===== config.mk =====
export PLATFORM = sky130hd
export DESIGN_NAME = rv32_pipe_ctrl
export DESIGN_NICKNAME = d
export VERILOG_FILES = /design/src/rtl/rv32_pkg.sv /design/src/rtl/rv32_hazard_detect.sv /design/src/rtl/rv32_pipe_ctrl.sv
export SDC_FILE = /design/constraint.sdc
export NUM_CORES = 1
export LEC_CHECK = 0
export ABC_CLOCK_PERIOD_IN_PS = 2700
export BUFFER_PORTS_ARGS = -buffer_cell sky130_fd_sc_hd__buf_2
export CORE_MARGIN = 2
export CORE_UTILIZATION = 50
export DETAILED_ROUTE_END_ITERATION = 12
export PLACE_DENSITY = 0.9
export SLEW_MARGIN = 20
export SYNTH_ARGS = -nofsm -noshare
export SYNTH_HDL_FRONTEND = slang
export SYNTH_SLANG_ARGS = --single-unit

===== constraint.sdc =====
create_clock -name clk_in -period 2.7 [get_ports clk_in]
set_input_delay 0.405 -clock clk_in [delete_from_list [all_inputs] [get_ports clk_in]]
set_output_delay 0.405 -clock clk_in [all_outputs]
set_load 0.05 [all_outputs]

===== src/rtl/rv32_pkg.sv =====
// rtl/rv32_pkg.sv - shared RV32I pipeline encodings
package rv32_pkg;

  localparam int REG_ADDR_W = 5;

  localparam logic [2:0] WB_SEL_ALU = 3'd0;
  localparam logic [2:0] WB_SEL_MEM = 3'd1;
  localparam logic [2:0] WB_SEL_PC4 = 3'd2;
  localparam logic [2:0] WB_SEL_IMM = 3'd3;

  typedef enum logic [1:0] {
    RUN      = 2'd0,
    MEM_WAIT = 2'd1,
    HALT     = 2'd2
  } pipe_state_t;

endpackage


===== src/rtl/rv32_hazard_detect.sv =====
// rtl/rv32_hazard_detect.sv - combinational load-use compare between ID and EX
module rv32_hazard_detect
  import rv32_pkg::*;
(
  input  logic [REG_ADDR_W-1:0] rs1_addr,
  input  logic [REG_ADDR_W-1:0] rs2_addr,
  input  logic                  rs1_used,
  input  logic                  rs2_used,
  input  logic [REG_ADDR_W-1:0] ex_rd_addr,
  input  logic                  ex_rf_wr_en,
  input  logic [2:0]            ex_wb_mux_sel,
  output logic                  load_use
);

  logic ex_is_load;
  logic rs1_hit;
  logic rs2_hit;

  // x0 is hardwired to zero, so a load targeting it never creates a dependency
  assign ex_is_load = (ex_wb_mux_sel == WB_SEL_MEM) && ex_rf_wr_en && (ex_rd_addr != '0);
  assign rs1_hit    = rs1_used && (rs1_addr == ex_rd_addr);
  assign rs2_hit    = rs2_used && (rs2_addr == ex_rd_addr);
  assign load_use   = ex_is_load && (rs1_hit || rs2_hit);

endmodule


===== src/rtl/rv32_pipe_ctrl.sv =====
// rtl/rv32_pipe_ctrl.sv - pipeline stall/flush controller with memory watchdog
module rv32_pipe_ctrl
  import rv32_pkg::*;
#(
  parameter int MEM_TIMEOUT = 16,
  parameter int CNT_W       = 32
) (
  input  logic                  clk_in,
  input  logic                  rst_in,
  input  logic [REG_ADDR_W-1:0] id_rs1_addr_in,
  input  logic [REG_ADDR_W-1:0] id_rs2_addr_in,
  input  logic                  id_rs1_used_in,
  input  logic                  id_rs2_used_in,
  input  logic [REG_ADDR_W-1:0] ex_rd_addr_in,
  input  logic                  ex_rf_wr_en_in,
  input  logic [2:0]            ex_wb_mux_sel_in,
  input  logic                  branch_taken_in,
  input  logic                  mem_req_in,
  input  logic                  mem_ack_in,
  output logic                  pc_stall_out,
  output logic                  if_id_stall_out,
  output logic                  if_id_flush_out,
  output logic                  id_ex_stall_out,
  output logic                  id_ex_flush_out,
  output logic                  ex_mem_stall_out,
  output logic                  mem_wb_flush_out,
  output logic                  mem_err_out,
  output logic [1:0]            state_out,
  output logic [CNT_W-1:0]      stall_cnt_out
);

  localparam int WAIT_W = $clog2(MEM_TIMEOUT);

  pipe_state_t       state;
  logic [WAIT_W-1:0] wait_cnt;
  logic [CNT_W-1:0]  stall_cnt;
  logic              load_use;
  logic              mem_wait;

  assign mem_wait = mem_req_in && !mem_ack_in;

  rv32_hazard_detect u_hazard (
    .rs1_addr      (id_rs1_addr_in),
    .rs2_addr      (id_rs2_addr_in),
    .rs1_used      (id_rs1_used_in),
    .rs2_used      (id_rs2_used_in),
    .ex_rd_addr    (ex_rd_addr_in),
    .ex_rf_wr_en   (ex_rf_wr_en_in),
    .ex_wb_mux_sel (ex_wb_mux_sel_in),
    .load_use      (load_use)
  );

  always_comb begin
    pc_stall_out     = 1'b0;
    if_id_stall_out  = 1'b0;
    if_id_flush_out  = 1'b0;
    id_ex_stall_out  = 1'b0;
    id_ex_flush_out  = 1'b0;
    ex_mem_stall_out = 1'b0;
    mem_wb_flush_out = 1'b0;
    mem_err_out      = 1'b0;
    if (rst_in) begin
      pc_stall_out = 1'b0;
    end else if (state == HALT) begin
      pc_stall_out     = 1'b1;
      if_id_stall_out  = 1'b1;
      id_ex_stall_out  = 1'b1;
      ex_mem_stall_out = 1'b1;
      mem_wb_flush_out = 1'b1;
      mem_err_out      = 1'b1;
    end else if (mem_wait) begin
      // EX is frozen, so a pending branch or load-use is re-evaluated on release
      pc_stall_out     = 1'b1;
      if_id_stall_out  = 1'b1;
      id_ex_stall_out  = 1'b1;
      ex_mem_stall_out = 1'b1;
      mem_wb_flush_out = 1'b1;
    end else if (branch_taken_in) begin
      if_id_flush_out = 1'b1;
      id_ex_flush_out = 1'b1;
    end else if (load_use) begin
      pc_stall_out    = 1'b1;
      if_id_stall_out = 1'b1;
      id_ex_flush_out = 1'b1;
    end
  end

  assign state_out     = rst_in ? 2'd0 : state;
  assign stall_cnt_out = stall_cnt;

  always_ff @(posedge clk_in) begin
    if (rst_in) begin
      state     <= RUN;
      wait_cnt  <= '0;
      stall_cnt <= '0;
    end else begin
      if (pc_stall_out && (stall_cnt != {CNT_W{1'b1}})) begin
        stall_cnt <= stall_cnt + 1'b1;
      end
      case (state)
        RUN: begin
          if (mem_wait) begin
            state    <= MEM_WAIT;
            wait_cnt <= wait_cnt + 1'b1;
          end else begin
            wait_cnt <= '0;
          end
        end
        MEM_WAIT: begin
          if (!mem_wait) begin
            state    <= RUN;
            wait_cnt <= '0;
          end else if (wait_cnt == WAIT_W'(MEM_TIMEOUT - 1)) begin
            state    <= HALT;
            wait_cnt <= '0;
          end else begin
            wait_cnt <= wait_cnt + 1'b1;
          end
        end
        default: begin
          state    <= HALT;
          wait_cnt <= '0;
        end
      endcase
    end
  end

endmodule

Word level (Yosys, flattened, before mapping)
Index checks and enable logic that the tools add are counted.
- flip-flop bits (word level): 38
- input port bits: 26
- output and inout port bits: 42
- logic and storage cells: 53
- add/subtract/negate cells: 2
- equal/unequal tests: 9
- mux-type cells: 27
- reduce and logical (&&, ||, !) cells: 12
- operator list (operator ; number):
    $add A32 B1 Y32 const B ; 1
    $ne A32 B32 Y1 const B ; 1
    $mux W1 ; 18
    $mux W4 ; 3
    $eq A5 B5 Y1 ; 2
    $mux W2 ; 4
    $pmux W4 S2 ; 1
    $logic_and A1 B1 Y1 ; 7
    $reduce_bool A5 Y1 ; 1
    $add A4 B1 Y4 const B ; 1
    $eq A4 B4 Y1 const B ; 1
    $pmux W2 S2 ; 1
    $eq A3 B1 Y1 const B ; 1
    $ne A3 B3 Y1 const B ; 1
    $eq A2 B1 Y1 const B ; 1
    $eq A2 B2 Y1 const B ; 1
    $logic_not A2 Y1 ; 1
    $ne A2 B2 Y1 const B ; 1
    $reduce_and A2 Y1 ; 1
    $logic_not A1 Y1 ; 1
    $logic_or A1 B1 Y1 ; 1

Longest topological paths before layout
Gate-level depths: netlist of the first run.
- word-level depth: 10
- depth in mapped cells: 9
- gate-level depth less buffers: 8

Modules after synthesis
From an unflattened synthesis of the first run, not the netlist that was laid out.
- cells, all modules: 242
- area, all modules: 2100.8 µm²
- by module, submodules not included (module ; times used ; cells each ; area each (µm²) ; sequential area each (µm²)):
    rv32_pipe_ctrl ; 1 ; 224 ; 1956.9 ; 760.7
    rv32_hazard_detect ; 1 ; 18 ; 143.9 ; 0.0

Least setup slack after synthesis of the first run
No wires, ideal clock.
- path kind: in2out
- start point: in mem_ack_in
- end point: out pc_stall_out
- arrival time: 2.434 ns
- required time: 2.295 ns
- setup slack: -0.139 ns
- stages: 6
- buffers on the path: 2
- cell sequence: nand2b_1 o21ai_0 nor2b_1 o21bai_4 buf_2 buf_4
- longest elaborated chain between the ends: 5
- ends and longest elaborated chain (element ; line ; source):
    from (decl) ; rv32_pipe_ctrl.sv:19 ; input logic mem_ack_in,
    $logic_not A1 Y1 ; rv32_pipe_ctrl.sv:40 ; assign mem_wait = mem_req_in && !mem_ack_in;
    $logic_and A1 B1 Y1 ; rv32_pipe_ctrl.sv:40 ;
    $mux W1 (3 in series) ; -- ;
    to (decl) ; rv32_pipe_ctrl.sv:20 ; output logic pc_stall_out,
No other way between the ends.

Final worst setup path of the first run
- start point: in ex_rd_addr_in[3]
- end point: out if_id_stall_out
- longest elaborated chain between the ends: 9
- elaborated cells between the ends (all ways): 13
- classes of those cells: eq/ne: 2; mux: 5; reduce/logical: 6
- ends and longest elaborated chain (element ; line ; source):
    from (decl) ; rv32_pipe_ctrl.sv:14 ; input logic [REG_ADDR_W-1:0] ex_rd_addr_in,
    $eq A5 B5 Y1 (on tied branches) ; rv32_hazard_detect.sv:21, rv32_hazard_detect.sv:22 ;
    $logic_and A1 B1 Y1 (on tied branches) ; rv32_hazard_detect.sv:21, rv32_hazard_detect.sv:22 ;
    $logic_or A1 B1 Y1 ; rv32_hazard_detect.sv:23 ; assign load_use = ex_is_load && (rs1_hit || rs2_hit);
    $logic_and A1 B1 Y1 (*) ; rv32_hazard_detect.sv:23 ;
    $mux W1 (*) ; rv32_pipe_ctrl.sv:81 ; end else if (load_use) begin
    $mux W1 (*) ; rv32_pipe_ctrl.sv:78 ; end else if (branch_taken_in) begin
    $mux W1 (*) ; rv32_pipe_ctrl.sv:71 ; end else if (mem_wait) begin
    $mux W1 (*) ; rv32_pipe_ctrl.sv:64 ; end else if (state == HALT) begin
    $mux W1 (*) ; rv32_pipe_ctrl.sv:62 ; if (rst_in) begin
    to (decl) ; rv32_pipe_ctrl.sv:21 ; output logic if_id_stall_out,
Mark *: on every way between the ends. The rest lies on a longest branch, timed or not.

==> results of run 1 <==
==> power by group through the flow <==
| stage | clock (mW) | sequential [mW] | combinational, mW |
|---|---|---|---|
| finish | 0.411 | 0.565 | 0.0986 |
| CTS | 0.420 | 0.565 | 0.0989 |
| detailed placement | 0 | 0.578 | 0.0988 |
| global placement | 0 | 0.578 | 0.0953 |
| floorplan | 0 | 0.582 | 0.0588 |
| global route | 0.440 | 0.565 | 0.106 |
==> worst max-delay path, stage by stage <==
cell and delay (ns):
buf_2 0.13, xor2_1 0.16, nor4_1 0.30, a32oi_1 0.21
o21bai_4 0.32, buf_12 0.19, buf_2 0.27
==> layout by cell type (no fill, tap or decap), drive strengths merged, types with 6 or more instances in the layout <==
master  netlist  layout
nand3        17      17
nor2b         8       8
xor2         30      30
o21ai         6       6
buf           9      71
nand2        13      13
and2          8       8
dfxtp        38      38
nand4        15      15
nor2         35      35
or4           6       6
and3          9       9
clkbuf        4       7
==> cells by family (layout without fill, tap and decap cells) <==
group / after synthesis / in the layout / synth area share
XOR/XNOR: 35 / 35 / 0.151
adder cells (fa/ha/maj): 2 / 2 / 0.0123
buffers and inverters: 15 / 81 / 0.0395
multiplexers: 2 / 2 / 0.0105
AO/OA/AOI/OAI: 17 / 17 / 0.0555
flip-flops: 38 / 38 / 0.375
AND/OR/NAND/NOR: 130 / 130 / 0.356
==> final cells by class <==
class,count,area [um^2]
Multi-Input combinational cell,186,1190
Clock buffer,7,86.3
Timing Repair Buffer,71,378
Fill cell,329,1450
Clock inverter,1,5.00
Tap cell,50,62.6
Inverter,2,7.51
Sequential cell,38,761
==> stage by stage <==
step	power [mW]	instances	hold WS, ns	worst slack (ns)
after floorplan	0.641	239	0.411	0.187
after global placement	0.673	347	0.418	0.344
after detailed placement	0.677	347	0.428	0.259
after CTS	1.08	355	0.405	0.318
after global routing	1.11	355	0.416	0.151
final	1.07	355	0.409	0.308
==> routing by layer <==
metal  part of all wire  GRT usage  vias to the layer above  wire, um
met5                  0          0                        -         0
met4              0.030      0.133                        0       141
met3              0.065     0.0850                       16       304
met2               0.48      0.324                       65      2250
met1               0.43      0.262                      882      2020
li1                   -          -                      958         -
==> state kept, by name (all words and copies together), names as in the netlist <==
name / flops
state: 2
stall_cnt_out: 32
wait_cnt: 4
==> worst max-delay path by stage <==
| stage | depth (start not counted) | slack, ns | end | from |
|---|---|---|---|---|
| after floorplan | 6 | 0.19 | pc_stall_out | mem_ack_in |
| after global placement | 8 | 0.34 | stall_cnt_out[13]$_SDFFE_PP0P_ | ex_rd_addr_in[3] |
| after detailed placement | 8 | 0.26 | stall_cnt_out[16]$_SDFFE_PP0P_ | ex_rd_addr_in[3] |
| after CTS | 7 | 0.32 | pc_stall_out | ex_rd_addr_in[3] |
| after global routing | 9 | 0.15 | stall_cnt_out[5]$_SDFFE_PP0P_ | stall_cnt_out[0]$_SDFFE_PP0P_ |
| final | 7 | 0.31 | if_id_stall_out | ex_rd_addr_in[3] |
==> reports/metrics.csv, run 1 <==
stage,metric,value,unit
hold_path,min_to,wait_cnt[2]$_SDFF_PP0_,
logic_synthesis,yosysWarnings,0,
power,netSwitchingPower,0.270,mW
timing,clock_skew,0.00743,ns
floorplan,io_pins,68,
logic_synthesis,yosysMostFrequentCell,dfxtp_1,
route,vias,1921,
clock_network,numCtsBuffers,5,
finish,nets,332,
logic_synthesis,syn_nets,267,
clock_network,clk_latency,0.31,ns
route,routedWlPerCell,13.3,um
hold_path,holdPathStages,3,
timing,clock.fmax,418,MHz
placement,gp_congestion,0.861,
critical_path,critPathCaptureType,primary output,
route,wl,4.71,mm
logic_synthesis,synth_area,0.00203,mm^2
clock_network,post_cts_buffers,0,
placement,port_buffers,67,
finish,drive_gt1_frac,0.279,
route,antenna_left,0,
power,comb_power_share,0.092,
placement,place_area,0.00240,mm^2
clock_network,clockBufferDepth,2,
hold_path,hold_path_startpoint,mem_req_in,
route,drt_iter0_drc,102,
grt,grt_pass1_vias,1718,
logic_synthesis,synthTopCellsByArea,"dfxtp_1 38%, xor2_1 13%, nor2_1 6.5%",
timing,finalSetupViolCount,0,
placement,dp.final_hpwl,3.47,mm
logic_synthesis,synth_ff_type,dfxtp_1,
logic_synthesis,yosys.area.top_type,dfxtp_1,
power,peakVddDrop,0.302,mV
finish,area_growth,22.8,%
clock_network,root_buffer,clkbuf_8,
flow_run,maxCapViolCount,0,
floorplan,die_area,0.00458,mm^2
logic_synthesis,seq_area_frac_synth,0.375,
critical_path,required,2.30,ns
critical_path,rr_endpoint,stall_cnt_out[5]$_SDFFE_PP0P_,
critical_path,rrSetupSlack,0.31,ns
logic_synthesis,synth_edf_count,0,
logic_synthesis,synth_seq_cells,38,
timing,hold_violations,0,
critical_path,r2r-start,stall_cnt_out[0]$_SDFFE_PP0P_,
clock_network,cts_tree,done,
grt,grt_pass1_wl,7.35,mm
floorplan,die_x,67.7,um
route,drc,0,
power,swShare,0.251,
finish,post-route-util,0.632,
clock_network,cts_hold_buf,0,
finish,postLayoutCellArea,0.00249,mm^2
route,viasPerCell,5.41,
timing,setup_tns,0,ns
floorplan,core.rowCount,23,
logic_synthesis,synth.distinct_cells,39,
clock_network,h-tree-depth,2,
logic_synthesis,syn_avg_cell_area,8.49,um^2
floorplan,die_h,67.7,um
timing,slew_headroom,0.725,
timing,slew_violations,0,
grt,grt_max_degree,43,
power,internal_power,0.805,mW
clock_network,clock_sinks,38,
critical_path,crit_arrival,1.99,ns
clock_network,cts_resized,0,
route,dr.pass1.iters,4,
power,pwr-share-clk,0.383,
timing,tightest_slew,0.412,ns
logic_synthesis,postSynth.asyncResetShare,0,
logic_synthesis,synth_common_cells,"38 x dfxtp_1, 35 x nor2_1, 30 x xor2_1",
timing,fin_crit_sh,0.886,
finish,diodes,0,
clock_network,clkTransAtPathRegs,0.07,ns
critical_path,r2r_cells,9,
critical_path,crit_type,input pin to primary output,
critical_path,start_kind,input pin,
floorplan,initial_utilization,0.514,
logic_synthesis,synth.top_cell.area_share,0.375,
power,leakagePower,1.13,nW
power,power_density,432,mW/mm^2
timing,rsz0062_at_grt,false,
hold_path,hp-class,input pin to flip-flop,
timing,final.min_clock_period,2.39,ns
grt,antenna_found_initial,0,
critical_path,cp_max_fo,18,
grt,grt_overflow,0,
outcome,status,"complete, no violations",
grt,grt_util_all_layers,0.218,
logic_synthesis,postSynthCellCount,239,
power,p_seq_frac,0.526,
floorplan,core_area,0.00394,mm^2
(Power assumes the default switching activity.)
==> run 2: changes to the inputs <==
--- a/config.mk
+++ b/config.mk
@@ -5,12 +5,13 @@
 export SDC_FILE = /design/constraint.sdc
 export NUM_CORES = 1
 export LEC_CHECK = 0
+export ABC_AREA = 1
 export ABC_CLOCK_PERIOD_IN_PS = 2700
 export BUFFER_PORTS_ARGS = -buffer_cell sky130_fd_sc_hd__buf_2
 export CORE_MARGIN = 2
-export CORE_UTILIZATION = 50
+export CORE_UTILIZATION = 53
 export DETAILED_ROUTE_END_ITERATION = 12
-export PLACE_DENSITY = 0.9
+export PLACE_DENSITY = 0.91
 export SLEW_MARGIN = 20
 export SYNTH_ARGS = -nofsm -noshare
 export SYNTH_HDL_FRONTEND = slang
==> reports/metrics.csv, run 2 <==
stage,metric,value,unit
critical_path,required,2.92,ns
logic_synthesis,synth_ff_type,dfxtp_1,
logic_synthesis,synth_edf_count,0,
placement,port_buffers,67,
power,leakagePower,1.48,nW
timing,tightest_slew,0.415,ns
timing,setup_slack,0.309,ns
critical_path,r2r-start,stall_cnt_out[0]$_SDFFE_PP0P_,
floorplan,initial_utilization,0.556,
logic_synthesis,yosysMostFrequentCell,nand2_1,
grt,grt_max_degree,38,
logic_synthesis,yosysWarnings,0,
hold_path,min_to,state[0]$_SDFFE_PP0P_,
critical_path,max_stage_delay,0.49,ns
route,wl_met2,3.83,mm
route,wl_met3,606,um
power,power_density,349,mW/mm^2
route,routedWlPerCell,13.6,um
logic_synthesis,postSynthCellCount,444,
logic_synthesis,synth_seq_cells,38,
finish,multi_input_area,0.00162,mm^2
clock_network,root_buffer,clkbuf_8,
power,comb_power_share,0.104,
critical_path,crit_top_cell,nand2_2,
placement,gp_congestion,0.936,
timing,slew_violations,0,
clock_network,clk_latency,0.29,ns
timing,final.min_clock_period,2.39,ns
floorplan,die_area,0.00557,mm^2
route,dr.pass1.iters,5,
logic_synthesis,synth_area,0.00264,mm^2
logic_synthesis,synthTopCellsByArea,"dfxtp_1 29%, nand2_1 22%, nand3_1 8.9%",
finish,nFillCells,456,
critical_path,crit_arrival,2.61,ns
logic_synthesis,synth_common_cells,"155 x nand2_1, 57 x nor2_1, 47 x nand3_1",
timing,clock.fmax,418,MHz
logic_synthesis,seq_area_frac_synth,0.288,
finish,area_growth,18.4,%
grt,antenna_found_initial,0,
critical_path,critPathCaptureType,flip-flop,
clock_network,h-tree-depth,2,
power,p_seq_frac,0.518,
logic_synthesis,synth.top_cell.area_share,0.288,
route,wl,7.88,mm
power,internal_power,0.803,mW
timing,rsz0062_at_grt,false,
critical_path,start_kind,flip-flop,
route,wl_met1,3.22,mm
critical_path,path_cells,"ha_1, nand2_2, nor2_4, nand2_2, nor3_4, nand4_4, nand2_4, nand2_1, a21oi_1",
critical_path,rrSetupSlack,0.31,ns
route,highest_layer,met4,
grt,grt_pass1_vias,2878,
placement,pre_cts_ws,0.349,ns
logic_synthesis,yosys.area.top_type,dfxtp_1,
power,netSwitchingPower,0.289,mW
timing,slew_headroom,0.721,
timing,setup_tns,0,ns
logic_synthesis,syn_nets,472,
timing,finalSetupViolCount,0,
critical_path,critPathSlowestCell,dfxtp_1,
route,drc,0,
hold_path,holdPathStages,4,
route,viasPerCell,5.40,
grt,grt_overflow,0,
timing,fin_crit_sh,0.886,
clock_network,clockBufferDepth,2,
logic_synthesis,syn_avg_cell_area,5.95,um^2
clock_network,cts_hold_buf,0,
critical_path,cp_max_fo,31,
timing,clock_skew,0.00585,ns
power,pwr-share-clk,0.379,
floorplan,die_h,74.6,um
finish,final_cell_mix,"155 x nand2_1, 67 x buf_2, 56 x nor2_1, 47 x nand3_1, 41 x inv_1",
finish,diodes,0,
finish,largest_reg_flops,32,
finish,nets,539,
critical_path,crit_type,flip-flop to flip-flop,
floorplan,core.rowCount,25,
logic_synthesis,postSynth.asyncResetShare,0,
grt,grt_util_all_layers,0.302,
floorplan,io_pins,68,
route,vias,3126,
clock_network,cts_tree,done,
flow_run,maxCapViolCount,0,
grt,grt_pass1_wl,13.1,mm
hold_path,hp-class,input pin to flip-flop,
route,drt_iter0_drc,275,
clock_network,clkTransAtPathRegs,0.08,ns
critical_path,r2r_cells,9,
floorplan,core_area,0.00475,mm^2
power,swShare,0.265,
timing,hold_violations,0,
placement,dp.final_hpwl,6.08,mm
finish,final_common_cell,nand2_1,
logic_synthesis,synth.distinct_cells,27,
clock_network,clock_sinks,38,
clock_network,post_cts_buffers,0,
hold_path,hold_path_startpoint,mem_ack_in,
clock_network,cts_resized,0,
finish,register_area,761,um^2
critical_path,rr_endpoint,stall_cnt_out[16]$_SDFFE_PP0P_,
floorplan,die_x,74.6,um
outcome,status,"complete, no violations",
route,antenna_left,0,
finish,drive_gt1_frac,0.186,
power,peakVddDrop,0.292,mV
clock_network,numCtsBuffers,5,
-- run 2: cell count changes after synthesis, moves of 10 or more --
| cell | before | now |
|---|---|---|
| nand2_1 | 12 | 155 |
| nand4_1 | 14 | 4 |
| xor2_1 | 30 | 12 |
| inv_1 | 2 | 41 |
| a21oi_1 | 5 | 33 |
| nor2_1 | 35 | 57 |
| nand3_1 | 17 | 47 |
-- run 2: final cells by class --
| type | instances | area share |
|---|---|---|
| clock inverter | 1 | 0.00160 |
| timing repair buffer | 76 | 0.129 |
| multi-input combinational | 345 | 0.518 |
| sequential | 38 | 0.243 |
| tap | 67 | 0.0268 |
| clock buffer | 7 | 0.0276 |
| inverter | 45 | 0.0540 |
-- run 2: through the flow --
step	util	power [mW]	cells	area (um^2)	hold slack, ns
final	0.658	1.09	579	3130	0.413
after detailed placement	0.639	0.690	571	3040	0.449
after global placement	0.639	0.686	571	3040	0.431
after global routing	0.658	1.13	579	3130	0.444
after CTS	0.658	1.09	579	3130	0.415
after floorplan	-	0.654	444	2650	0.418
-- run 2: power groups by stage --
stage | clock network (mW) | registers (mW) | logic (mW)
after floorplan | 0 | 0.581 | 0.0732
after global routing | 0.439 | 0.565 | 0.126
after CTS | 0.412 | 0.565 | 0.112
after global placement | 0 | 0.578 | 0.107
after detailed placement | 0 | 0.578 | 0.112
final | 0.414 | 0.565 | 0.113
-- run 2: worst max path at each step --
stage	startpoint	endpoint	slack, ns	cells after the start
2_1_floorplan	mem_req_in	pc_stall_out	0.23	10
3_3_place_gp	stall_cnt_out[0]$_SDFFE_PP0P_	stall_cnt_out[1]$_SDFFE_PP0P_	0.47	9
3_5_place_dp	stall_cnt_out[0]$_SDFFE_PP0P_	stall_cnt_out[16]$_SDFFE_PP0P_	0.35	9
4_1_cts	stall_cnt_out[0]$_SDFFE_PP0P_	stall_cnt_out[16]$_SDFFE_PP0P_	0.33	9
5_1_grt	stall_cnt_out[0]$_SDFFE_PP0P_	stall_cnt_out[19]$_SDFFE_PP0P_	0.11	9
6_report	stall_cnt_out[0]$_SDFFE_PP0P_	stall_cnt_out[16]$_SDFFE_PP0P_	0.31	9
-- run 2: cell families after synthesis --
| group | Yosys count | synth area share |
|---|---|---|
| compound gates | 36 | 0.0701 |
| xor+xnor | 17 | 0.0563 |
| fa+ha+maj | 2 | 0.00947 |
| buf+inv | 61 | 0.0999 |
| flops | 38 | 0.288 |
| simple gates | 290 | 0.476 |
-- run 2: critical path, delay by kind of cell, from the launching register on --
kind / cells / cell delay (ns)
simple gates: 7 / 1.36
flops: 1 / 0.49
fa+ha+maj: 1 / 0.31
compound gates: 1 / 0.15
-- run 2: routing by layer --
layer | vias to the layer above | track usage
li1 | 1533 | -
met1 | 1423 | 0.376
met2 | 147 | 0.532
met3 | 23 | 0.0535
met4 | 0 | 0.0933
met5 | - | 0
